**config.mk**
```make
export PLATFORM = sky130hd
export DESIGN_NAME = ring_counter_gen
export DESIGN_NICKNAME = d
export VERILOG_FILES = /design/src/rtl/ring_counter_pkg.sv /design/src/rtl/ring_legal_check.sv /design/src/rtl/ring_counter_gen.sv
export SDC_FILE = /design/constraint.sdc
export NUM_CORES = 1
export LEC_CHECK = 0
export BUFFER_PORTS_ARGS = -buffer_cell sky130_fd_sc_hd__buf_2
export CAP_MARGIN = 10
export CORE_MARGIN = 2
export CORE_UTILIZATION = 47
export DETAILED_ROUTE_END_ITERATION = 16
export PLACE_DENSITY = 0.72
export REMOVE_ABC_BUFFERS = 1
export SKIP_LAST_GASP = 1
export SYNTH_ARGS = -nofsm -noshare
export SYNTH_HDL_FRONTEND = slang
export SYNTH_SLANG_ARGS = --single-unit
```
**constraint.sdc**
```tcl
create_clock -name clk -period 2.4 [get_ports clk]
set_clock_uncertainty 0.15 [all_clocks]
set_input_delay 0.36 -clock clk [delete_from_list [all_inputs] [get_ports clk]]
set_output_delay 0.36 -clock clk [all_outputs]
set_load 0.01 [all_outputs]
```
**src/rtl/ring_counter_pkg.sv**
```systemverilog
// Shared constants and home-state helper for the ring/Johnson sequence counter.
// MAX_WIDTH bounds the helper's return vector; callers slice it down to their width.
package ring_counter_pkg;

  localparam logic MODE_RING    = 1'b0;
  localparam logic MODE_JOHNSON = 1'b1;
  localparam logic DIR_LEFT     = 1'b0;
  localparam logic DIR_RIGHT    = 1'b1;

  localparam int MAX_WIDTH = 64;

  // Ring home is one-hot at home_bit; Johnson home is all zeros.
  function automatic logic [MAX_WIDTH-1:0] home_state(input logic mode, input int width,
                                                      input int home_bit);
    logic [MAX_WIDTH-1:0] h;
    h = '0;
    if (mode == MODE_RING && home_bit >= 0 && home_bit < width && home_bit < MAX_WIDTH)
      h[home_bit] = 1'b1;
    return h;
  endfunction

endpackage

```
**src/rtl/ring_legal_check.sv**
```systemverilog
// Combinational legality test: one-hot in ring mode, thermometer in Johnson mode.
// Zero latency; no flow control.
module ring_legal_check
  import ring_counter_pkg::*;
#(
  parameter int WIDTH = 4
) (
  input  logic [WIDTH-1:0] value,
  input  logic             mode,
  output logic             legal
);

  // A thermometer pattern (either polarity) has at most one adjacent-bit transition.
  logic [WIDTH-2:0] edges;

  assign edges = value[WIDTH-1:1] ^ value[WIDTH-2:0];
  assign legal = (mode == MODE_RING) ? ($countones(value) == 1) : ($countones(edges) <= 1);

endmodule

```
**src/rtl/ring_counter_gen.sv**
```systemverilog
// Ring / Johnson shift-sequence counter with load, bidirectional step and self-correction.
// One-cycle registered latency on count/wrap/illegal; no backpressure, en gates stepping.
module ring_counter_gen
  import ring_counter_pkg::*;
#(
  parameter int WIDTH    = 4,
  parameter int HOME_BIT = 0
) (
  input  logic             clk,
  input  logic             reset,
  input  logic             en,
  input  logic             mode,
  input  logic             dir,
  input  logic             load,
  input  logic [WIDTH-1:0] load_value,
  output logic [WIDTH-1:0] count,
  output logic             wrap,
  output logic             illegal
);

  localparam logic [MAX_WIDTH-1:0] HOME_RING_FULL = home_state(MODE_RING, WIDTH, HOME_BIT);
  localparam logic [MAX_WIDTH-1:0] HOME_JOHN_FULL = home_state(MODE_JOHNSON, WIDTH, HOME_BIT);
  localparam logic [WIDTH-1:0]     HOME_RING      = HOME_RING_FULL[WIDTH-1:0];
  localparam logic [WIDTH-1:0]     HOME_JOHN      = HOME_JOHN_FULL[WIDTH-1:0];

  logic             mode_q;
  logic             load_legal;
  logic             count_legal;
  logic [WIDTH-1:0] stepped;
  logic [WIDTH-1:0] home_in;
  logic [WIDTH-1:0] home_cur;

  ring_legal_check #(.WIDTH(WIDTH)) u_load_chk (
    .value (load_value),
    .mode  (mode),
    .legal (load_legal)
  );

  // The held state is judged against the mode it was produced in.
  ring_legal_check #(.WIDTH(WIDTH)) u_count_chk (
    .value (count),
    .mode  (mode_q),
    .legal (count_legal)
  );

  assign home_in  = (mode == MODE_JOHNSON) ? HOME_JOHN : HOME_RING;
  assign home_cur = (mode_q == MODE_JOHNSON) ? HOME_JOHN : HOME_RING;

  always_comb begin
    stepped = count;
    if (mode_q == MODE_RING) begin
      if (dir == DIR_LEFT) stepped = {count[WIDTH-2:0], count[WIDTH-1]};
      else                 stepped = {count[0], count[WIDTH-1:1]};
    end else begin
      if (dir == DIR_LEFT) stepped = {count[WIDTH-2:0], ~count[WIDTH-1]};
      else                 stepped = {~count[0], count[WIDTH-1:1]};
    end
  end

  always_ff @(posedge clk) begin
    wrap    <= 1'b0;
    illegal <= 1'b0;
    if (reset) begin
      count  <= home_in;
      mode_q <= mode;
    end else if (load) begin
      mode_q <= mode;
      if (load_legal) begin
        count <= load_value;
      end else begin
        count   <= home_in;
        illegal <= 1'b1;
      end
    end else if (mode != mode_q) begin
      // Resync to the new mode's home; the old pattern is meaningless there.
      count  <= home_in;
      mode_q <= mode;
    end else if (en) begin
      if (!count_legal) begin
        count   <= home_cur;
        illegal <= 1'b1;
      end else begin
        count <= stepped;
        wrap  <= (stepped == home_cur);
      end
    end
  end

endmodule
```
==> After elaboration in Yosys (flattened, before gate mapping) <==
Index checks and enable logic that the tools add are counted.
W data, S select, Z words.
{ "word_totals": {"regBits": 7, "latch_bits": 0, "ramBits": 0, "rom_bits": 0, "input_bits": 10, "out_inout_bits": 6, "word_cells": 50, "n_memories": 0} }
{ "op_classes": {"addsub": 10, "n_mul": 0, "n_div": 0, "n_lt_le_gt_ge": 2, "eq_ne": 4, "shifts": 0, "mux": 21, "bitwise_logic": 6, "n_reduce_logical": 3} }
{ "op_table": {"columns": ["operator", "count"], "rows": [
  ["$add A32 B1 Y32", 2],
  ["$add A32 B32 Y32", 2],
  ["$eq A32 B2 Y1 const B", 2],
  ["$le A32 B2 Y1 const B", 2],
  ["$mux W4", 9],
  ["$add A1 B1 Y2", 6],
  ["$mux W1", 12],
  ["$xor A3 B3 Y3", 2],
  ["$reduce_or A5 Y1", 1],
  ["$eq A4 B1 Y1", 1],
  ["$not A1 Y1", 4],
  ["$reduce_bool A4 Y1", 1],
  ["$reduce_bool A3 Y1", 1],
  ["$ne A1 B1 Y1", 1]
]} }

==> Longest topological paths before layout <==
Gate-level depths: netlist of run 1.
{ "logic_depth": {"depth_word": 10, "mapped_depth": 8} }

==> Modules after synthesis <==
Synthesis of run 1 repeated with hierarchy kept, for this count alone.
{ "hier_totals": {"hier_cells": 81, "hier_area_um2": 748.2} }
{ "by_module_without_submodules": {"columns": ["mod", "instances", "cells_per_inst", "area_each_um2"], "rows": [
  ["ring_counter_gen", 1, 49, 473.0],
  ["ring_legal_check", 2, 16, 137.6]
]} }

==> Worst setup path after synthesis of run 1 <==
OpenSTA, ideal clock, no wires.
{ "synth_path": {"path_type": "reg2reg", "from": "reg count[1]", "to": "reg wrap", "setup_time_ps": 88, "t_arrival_ps": 2251, "path_slack_ps": -89, "path_stages_with_launch": 9, "cell_sequence": "edfxtp_1 -> ha_1 -> ha_1 -> inv_1 -> fa_1 -> and4b_1 -> a21oi_1 -> or2_4 -> nor4bb_4"} }
{ "synth_via": {"elab_chain_cells": 7, "elab_cells_between_ends": 14, "cone_classes": "add/sub (4); order compare (1); eq/ne (2); mux (4); bitwise (2); reduce/logical (1)"} }
{ "synth_lines": {"columns": ["element", "line_no", "source"], "rows": [
  ["start, declared", "ring_counter_gen.sv:16", "output logic [WIDTH-1:0] count,"],
  ["start signal, assigned", "ring_counter_gen.sv:64", "count <= home_in;"],
  ["start signal, assigned", "ring_counter_gen.sv:69", "count <= load_value;"],
  ["start signal, assigned", "ring_counter_gen.sv:71", "count <= home_in;"],
  ["$xor A3 B3 Y3", "ring_legal_check.sv:16", "assign edges = value[WIDTH-1:1] ^ value[WIDTH-2:0];"],
  ["$add A1 B1 Y2 (not written as such)", "ring_legal_check.sv:17", "assign legal = (mode == MODE_RING) ? ($countones(value) == 1) : ($countones(edges) <= 1);"],
  ["$add A32 B1 Y32 (not written as such)", "ring_legal_check.sv:17", null],
  ["$le A32 B2 Y1", "ring_legal_check.sv:17", null],
  ["$mux W1", "ring_legal_check.sv:17", null],
  ["$not A1 Y1 (no line)", null, null],
  ["$reduce_or A5 Y1 (no line)", null, null],
  ["end signal, assigned", "ring_counter_gen.sv:84", "wrap <= (stepped == home_cur);"],
  ["end, declared", "ring_counter_gen.sv:17", "output logic wrap,"]
]} }
Parallel ways exist; a longest one is shown, timed or not.
A chain may end at the register's enable or synchronous reset.

==> Worst setup path after layout of run 1 <==
Same ends and word-level chain as after synthesis.

==> out/metrics.cfg, run 1 <==
[outcome]
outcome=complete, but fails checks
failed_checks=setup timing

[detailed_routing]
drt-initial-drc-count=5
first_pass_iters=4
drcViolationCount=0
routed_via_density=5.25
routed_wl_mm=1.61
vias=614
wl_per_cell_um=13.8
final_antenna_net_count=0

[power_and_ir_drop]
ir_drop_mv=0.216
p_leak_nw=0.439
power-per-cell-area_nw_per_um2=497

[floorplanning]
start_util=0.496
rows=14
die_h_um=43.4
die_w_um=43.4
io_pins=16
dieArea_um2=1880
coreArea_um2=1470

[cells_and_area]
finalNonFillerCells=117
layout-drive-gt1-share=0.386
fin_nets=124
finalInstanceArea_um2=970
diodes=0
area_delta_synth_final_pct=32.9

[timing]
tightest_slew_ns=0.377
relSlewSlack=0.748
hold_viol_final=0
rsz0062_at_grt=true
finalWorstSetupSlack_ns=-0.0130
fmax_mhz=414
hold_ws_ns=0.222
setup_viol=1
min_period_ns=2.41
drv_slew=0
finalCritPeriodShare=1.01

[yosys]
synth_adder_area_share=0.237
synthesis.area_um2=729
synth_area_per_cell_um2=9.99
yosysTopAreaCellShare=0.206
yosysMostFrequentCell=ha_1
synth_top_family_by_area=adder cells
synth-edff-count=5
synthTopCellsByArea=edfxtp_1 21%, ha_1 15%, fa_1 8.2%, dfxtp_1 5.5%, xor2_1 4.8%
synth-seq-cells=7
async_flop_share=0
synth_top_area_cell=edfxtp_1
synth_compound_area_frac=0.123
synth_simple_gate_area_frac=0.208
synthFlopType=edfxtp_1
yosysUniqueCellTypes=30
synthXorXnorAreaFrac=0.0720
synth_mux_area_frac=0.0412
synth_common_cells=9 x ha_1, 7 x inv_1, 5 x a21oi_1, 5 x edfxtp_1
netlist_instances=73
yosys_warnings=0
seq_area_frac_synth=0.261

[critical_path]
r2r_cells=8
crit_arrival_ns=2.42
critPathKind=flip-flop to flip-flop
reg2reg_slack_ns=-0.01
cp-start-kind=flip-flop
reg2reg_to=wrap
cp.required_ns=2.41
reg2reg_from=count[1]
critPathMaxFanout=4
crit_path_end_kind=flip-flop

[cts]
cts_buffers=3
cts.htree.levels=1
tritoncts=done
cts_setup_buffers=0
cts-root-buf=clkbuf_4
clockBufferDepth=2
hold_buffers=0
cts_sinks=7
path_clk_slew_ns=0.05
clk_latency_ns=0.24

[hold_path]
min-delay-start=reset
hold_path.class=primary input to flip-flop
hold_path_end=illegal
min_path_cells=2

[global_routing]
grt_max_degree=9
grt_util_all_layers=0.184
antenna_found_initial=0
gr-total-overflow=0
grt_pass1_vias=573
grt_pass1_wl_mm=2.57

[placement]
dp_cells=113
port_buffers=15
placed_area_um2=891
gp_congestion=0.837
hpwl_mm=1.27

[flow_run]
maxCapViolations=0

## power breakdown
part	internal, mW	switching (mW)
combinational	0.111	0.110
sequential	0.143	0.0133
clock	0.0633	0.0408
## cells in the final DEF, fill, tap and decap left out, drive strengths merged, types with 3 or more instances in the layout
cell type and instances:
o2bb2ai 3, a21oi 5, mux2i 3, ha 9, xor2 4, nor2 3, edfxtp 5, inv 7
nand2 4, clkbuf 4, fa 3, buf 26
## flip-flops by register name (all words and copies together) (netlist names)
name	cells
wrap	1
mode_q	1
illegal	1
count	4
## logic make-up (layout without fill, tap and decap cells)
| group | count (synthesis) | in the layout |
|---|---|---|
| compound gates | 14 | 14 |
| xor+xnor | 6 | 6 |
| fa+ha+maj | 12 | 12 |
| flops | 7 | 7 |
| buf+inv | 9 | 37 |
| mux | 3 | 3 |
| simple gates | 22 | 22 |
## critical path, cell delays in order (launching register included)
cell,delay (ns)
edfxtp_1,0.43
ha_4,0.31
ha_4,0.12
inv_2,0.03
fa_1,0.47
and4b_1,0.23
a21oi_2,0.05
or2_4,0.28
nor4bb_4,0.26
## layer usage
| layer | share of wire | track usage | vias up |
|---|---|---|---|
| met2 | 0.53 | 0.346 | 21 |
| met4 | 0 | 0.0364 | 0 |
| met3 | 0.042 | 0.0250 | 0 |
| li1 | - | - | 318 |
| met5 | 0 | 0 | - |
| met1 | 0.43 | 0.223 | 275 |
## final cells by class
cell class | count | area, um2
Multi-Input combinational cell | 57 | 549
Fill cell | 132 | 502
Sequential cell | 7 | 190
Timing Repair Buffer | 26 | 158
Clock buffer | 4 | 26.3
Inverter | 7 | 26.3
Tap cell | 16 | 20.0
## repair_timing
item | 4_1_cts | 5_1_grt
resized for setup | 1 | 7
setup endpoints to repair | 4 | 5
pin swaps | 0 | 3
## stage by stage
stage | util | setup TNS [ns] | setup slack (ns) | power [mW]
global route | 0.659 | -0.361 | -0.144 | 0.524
detailed placement | 0.605 | -0.777 | -0.223 | 0.353
finish | 0.659 | -0.0130 | -0.0130 | 0.482
floorplan | - | -0.344 | -0.0969 | 0.274
global placement | 0.605 | -0.467 | -0.157 | 0.346
CTS | 0.632 | -0.137 | -0.0412 | 0.464
## worst max path at each step
stage          cells past startpoint     startpoint       end
2_1_floorplan                      8       count[1]      wrap
3_3_place_gp                       8  load_value[0]  count[3]
3_5_place_dp                       8  load_value[0]  count[1]
6_report                           8       count[1]      wrap
5_1_grt                            8       count[1]      wrap
4_1_cts                            8       count[1]      wrap
Note: power is estimated with default switching activity, not from simulation.
==> inputs of run 2 (changes only) <==
--- a/config.mk
+++ b/config.mk
@@ -5,6 +5,7 @@
 export SDC_FILE = /design/constraint.sdc
 export NUM_CORES = 1
 export LEC_CHECK = 0
+export ABC_AREA = 1
 export BUFFER_PORTS_ARGS = -buffer_cell sky130_fd_sc_hd__buf_2
 export CAP_MARGIN = 10
 export CORE_MARGIN = 2
==> out/metrics.cfg, run 2 <==
[cells_and_area]
mostFrequentLayoutCell=nand2_1
area_delta_synth_final_pct=30.3
layout-drive-gt1-share=0.326  ; -0.0606
fin_nets=152  ; +23%
nFillCells=140  ; +6.1%
final_cell_mix=34 x nand2_1, 16 x inv_1, 15 x buf_2, 9 x buf_4, 6 x ha_1
largest-register=count
finalInstanceArea_um2=985  ; +1.5%
diodes=0  ; unchanged
largest_reg_flops=4  ; unchanged
post-route-util=0.654  ; -0.00536

[timing]
relSlewSlack=0.785  ; +0.0365
hold_viol_final=0  ; unchanged
min_period_ns=2.37  ; -0.0447 ns
hold_ws_ns=0.232  ; +0.0101 ns
fmax_mhz=422  ; +1.9%
tightest_slew_ns=0.319  ; -0.0581 ns
rsz0062_at_grt=true
drv_slew=0  ; unchanged
finalCritPeriodShare=0.987  ; -0.0186
setup_viol=0  ; -1

[yosys]
synthesis.area_um2=756  ; +3.6%
synth_area_per_cell_um2=7.41  ; -26%
seq_area_frac_synth=0.252  ; -0.00906
yosysTopAreaCellShare=0.199  ; -0.00716
synth_common_cells=36 x nand2_1, 16 x inv_1, 9 x ha_1
synth-edff-count=5  ; unchanged
netlist_instances=102  ; +40%
synth_top_area_cell=edfxtp_1
synth-seq-cells=7  ; unchanged
yosysUniqueCellTypes=23  ; -23%
synthTopCellsByArea=edfxtp_1 20%, nand2_1 18%, ha_1 15%, fa_1 7.9%, inv_1 7.9%
async_flop_share=0  ; unchanged
yosys_warnings=0  ; unchanged
synthFlopType=edfxtp_1
yosysMostFrequentCell=nand2_1

[floorplanning]
io_pins=16  ; unchanged
dieArea_um2=1940  ; +3.3%
coreArea_um2=1510  ; +2.4%
rows=14  ; unchanged
die_h_um=44.1  ; +1.6%
start_util=0.502  ; +0.00591
die_w_um=44.1  ; +1.6%

[power_and_ir_drop]
p_leak_nw=0.510  ; +16%
ir_drop_mv=0.329  ; +52%
power-per-cell-area_nw_per_um2=508  ; +2.3%

[global_routing]
grt_max_degree=9  ; unchanged
use_met2=0.376  ; +0.0302
grt_pass1_wl_mm=2.88  ; +12%
antenna_found_initial=0  ; unchanged
use_met3=0.0245  ; -0.000510
grt_use_met1=0.247  ; +0.0246
grt_pass1_vias=701  ; +22%
gr-total-overflow=0  ; unchanged
grt_util_all_layers=0.204  ; +0.0197
top_usage_layer=met2

[cts]
hold_buffers=0  ; unchanged
cts.htree.levels=1  ; unchanged
clk_latency_ns=0.25  ; about the same
cts-root-buf=clkbuf_4
tritoncts=done
cts_buffers=3  ; unchanged
path_clk_slew_ns=0.05  ; about the same
clockBufferDepth=2  ; unchanged
cts_sinks=7  ; unchanged

[critical_path]
cpMostUsedCell=nand2_1
cp.required_ns=2.25  ; -0.16 ns
crit_path_start=count[1]
critPathKind=flip-flop to flip-flop
crit_path_end_kind=flip-flop
r2r_cells=13  ; +5
reg2reg_to=count[0]
crit_arrival_ns=2.22  ; -0.20 ns
critPathMaxFanout=2  ; -2
reg2reg_from=count[1]
reg2reg_slack_ns=0.03  ; +0.04 ns
crit_slowest_cell=fa_1
cp-start-kind=flip-flop
crit_chain=ha_4, ha_4, inv_1, fa_1, nand3_2, nand2_2, nand2_1, inv_1, nand2_1, nand2_1, nand2_1, nand2_1, nand2_1
critPathCapture=count[0]
cp_slowest_stage_delay_ns=0.52  ; +0.05 ns

[detailed_routing]
drt-initial-drc-count=17  ; +12
drcViolationCount=0  ; unchanged
final_antenna_net_count=0  ; unchanged
routed_via_density=4.97  ; -5.4%
routed_wl_mm=1.77  ; +9.7%
vias=720  ; +17%
wl_per_cell_um=12.2  ; -11%
first_pass_iters=4  ; unchanged

[flow_run]
maxCapViolations=0  ; unchanged

[outcome]
outcome=completed

[hold_path]
hold_path.class=primary input to flip-flop
min-delay-start=reset

[placement]
placed_area_um2=892  ; +0.14%
gp_congestion=0.804  ; -3.9%
hpwl_mm=1.40  ; +10%
port_buffers=15  ; unchanged

## run 2: changes by cell type after synthesis, sizes merged, moves of 2 or more
| cell | before | now |
|---|---|---|
| nand2 | 4 | 37 |
| o22ai | 2 | 0 |
| nand3 | 2 | 6 |
| o21ai | 2 | 4 |
| nor2 | 3 | 6 |
| nor4b | 2 | 0 |
| nor3b | 2 | 0 |
| o2bb2ai | 3 | 0 |
| mux2i | 3 | 0 |
| inv | 7 | 17 |
| xor2 | 4 | 2 |
## run 2: per-layer routing
layer | share of wire | wire [um]
met5 | 0 | 0
met2 | 0.52 | 920
met1 | 0.45 | 802
met3 | 0.020 | 36
met4 | 0.0045 | 8
## run 2: what timing repair did
item / in CTS / in global routing
buffers inserted: 0 / 2
setup endpoints to repair: 3 / 4
resized for setup: 3 / 5
pin swaps: 0 / 8
## run 2: layout make-up
type	count	area, um2	area share
multi-input combinational	77	542	0.550
sequential	7	190	0.193
timing repair buffer	24	143	0.145
inverter	17	63.8	0.0648
clock buffer	4	26.3	0.0267
tap	16	20.0	0.0203
## run 2: cells by family (layout without fill, tap and decap cells)
| family | Yosys count | count (layout) | share of synthesized area |
|---|---|---|---|
| and+or+nand+nor | 52 | 52 | 0.300 |
| buffers and inverters | 18 | 45 | 0.0993 |
| adders and majority gates | 12 | 12 | 0.228 |
| AOI/OAI and AO/OA | 9 | 9 | 0.0646 |
| DFF | 7 | 7 | 0.252 |
| xor gates and xnor gates | 4 | 4 | 0.0563 |
## run 2: metrics by stage
step,setup slack (ns),std cells,setup TNS (ns),total power [mW]
floorplan,0.0923,101,0,0.281
global placement,0.00973,139,0,0.341
detailed placement,-0.0897,139,-0.246,0.351
CTS,0.0180,143,0,0.474
global route,-0.0933,145,-0.135,0.543
finish,0.0317,145,0,0.501
## run 2: worst max-delay path, delay by kind of cell, from the launching register on
family	cells	cell delay (ns)
adders and majority gates	3	0.96
buffers and inverters	2	0.09
DFF	1	0.43
and+or+nand+nor	8	0.49
## run 2: worst min path at each step
| stage | to | slack (ns) | cells after the start |
|---|---|---|---|
| 6_report | illegal | 0.23 | 2 |
| 4_1_cts | illegal | 0.21 | 2 |
| 3_5_place_dp | illegal | 0.48 | 2 |
| 3_3_place_gp | illegal | 0.48 | 2 |
| 5_1_grt | mode_q | 0.23 | 1 |
| 2_1_floorplan | illegal | 0.28 | 1 |
## run 2: power by group
group | total, mW | internal, mW | switching (mW)
combinational | 0.240 | 0.108 | 0.132
clock | 0.107 | 0.0635 | 0.0437
sequential | 0.153 | 0.142 | 0.0110
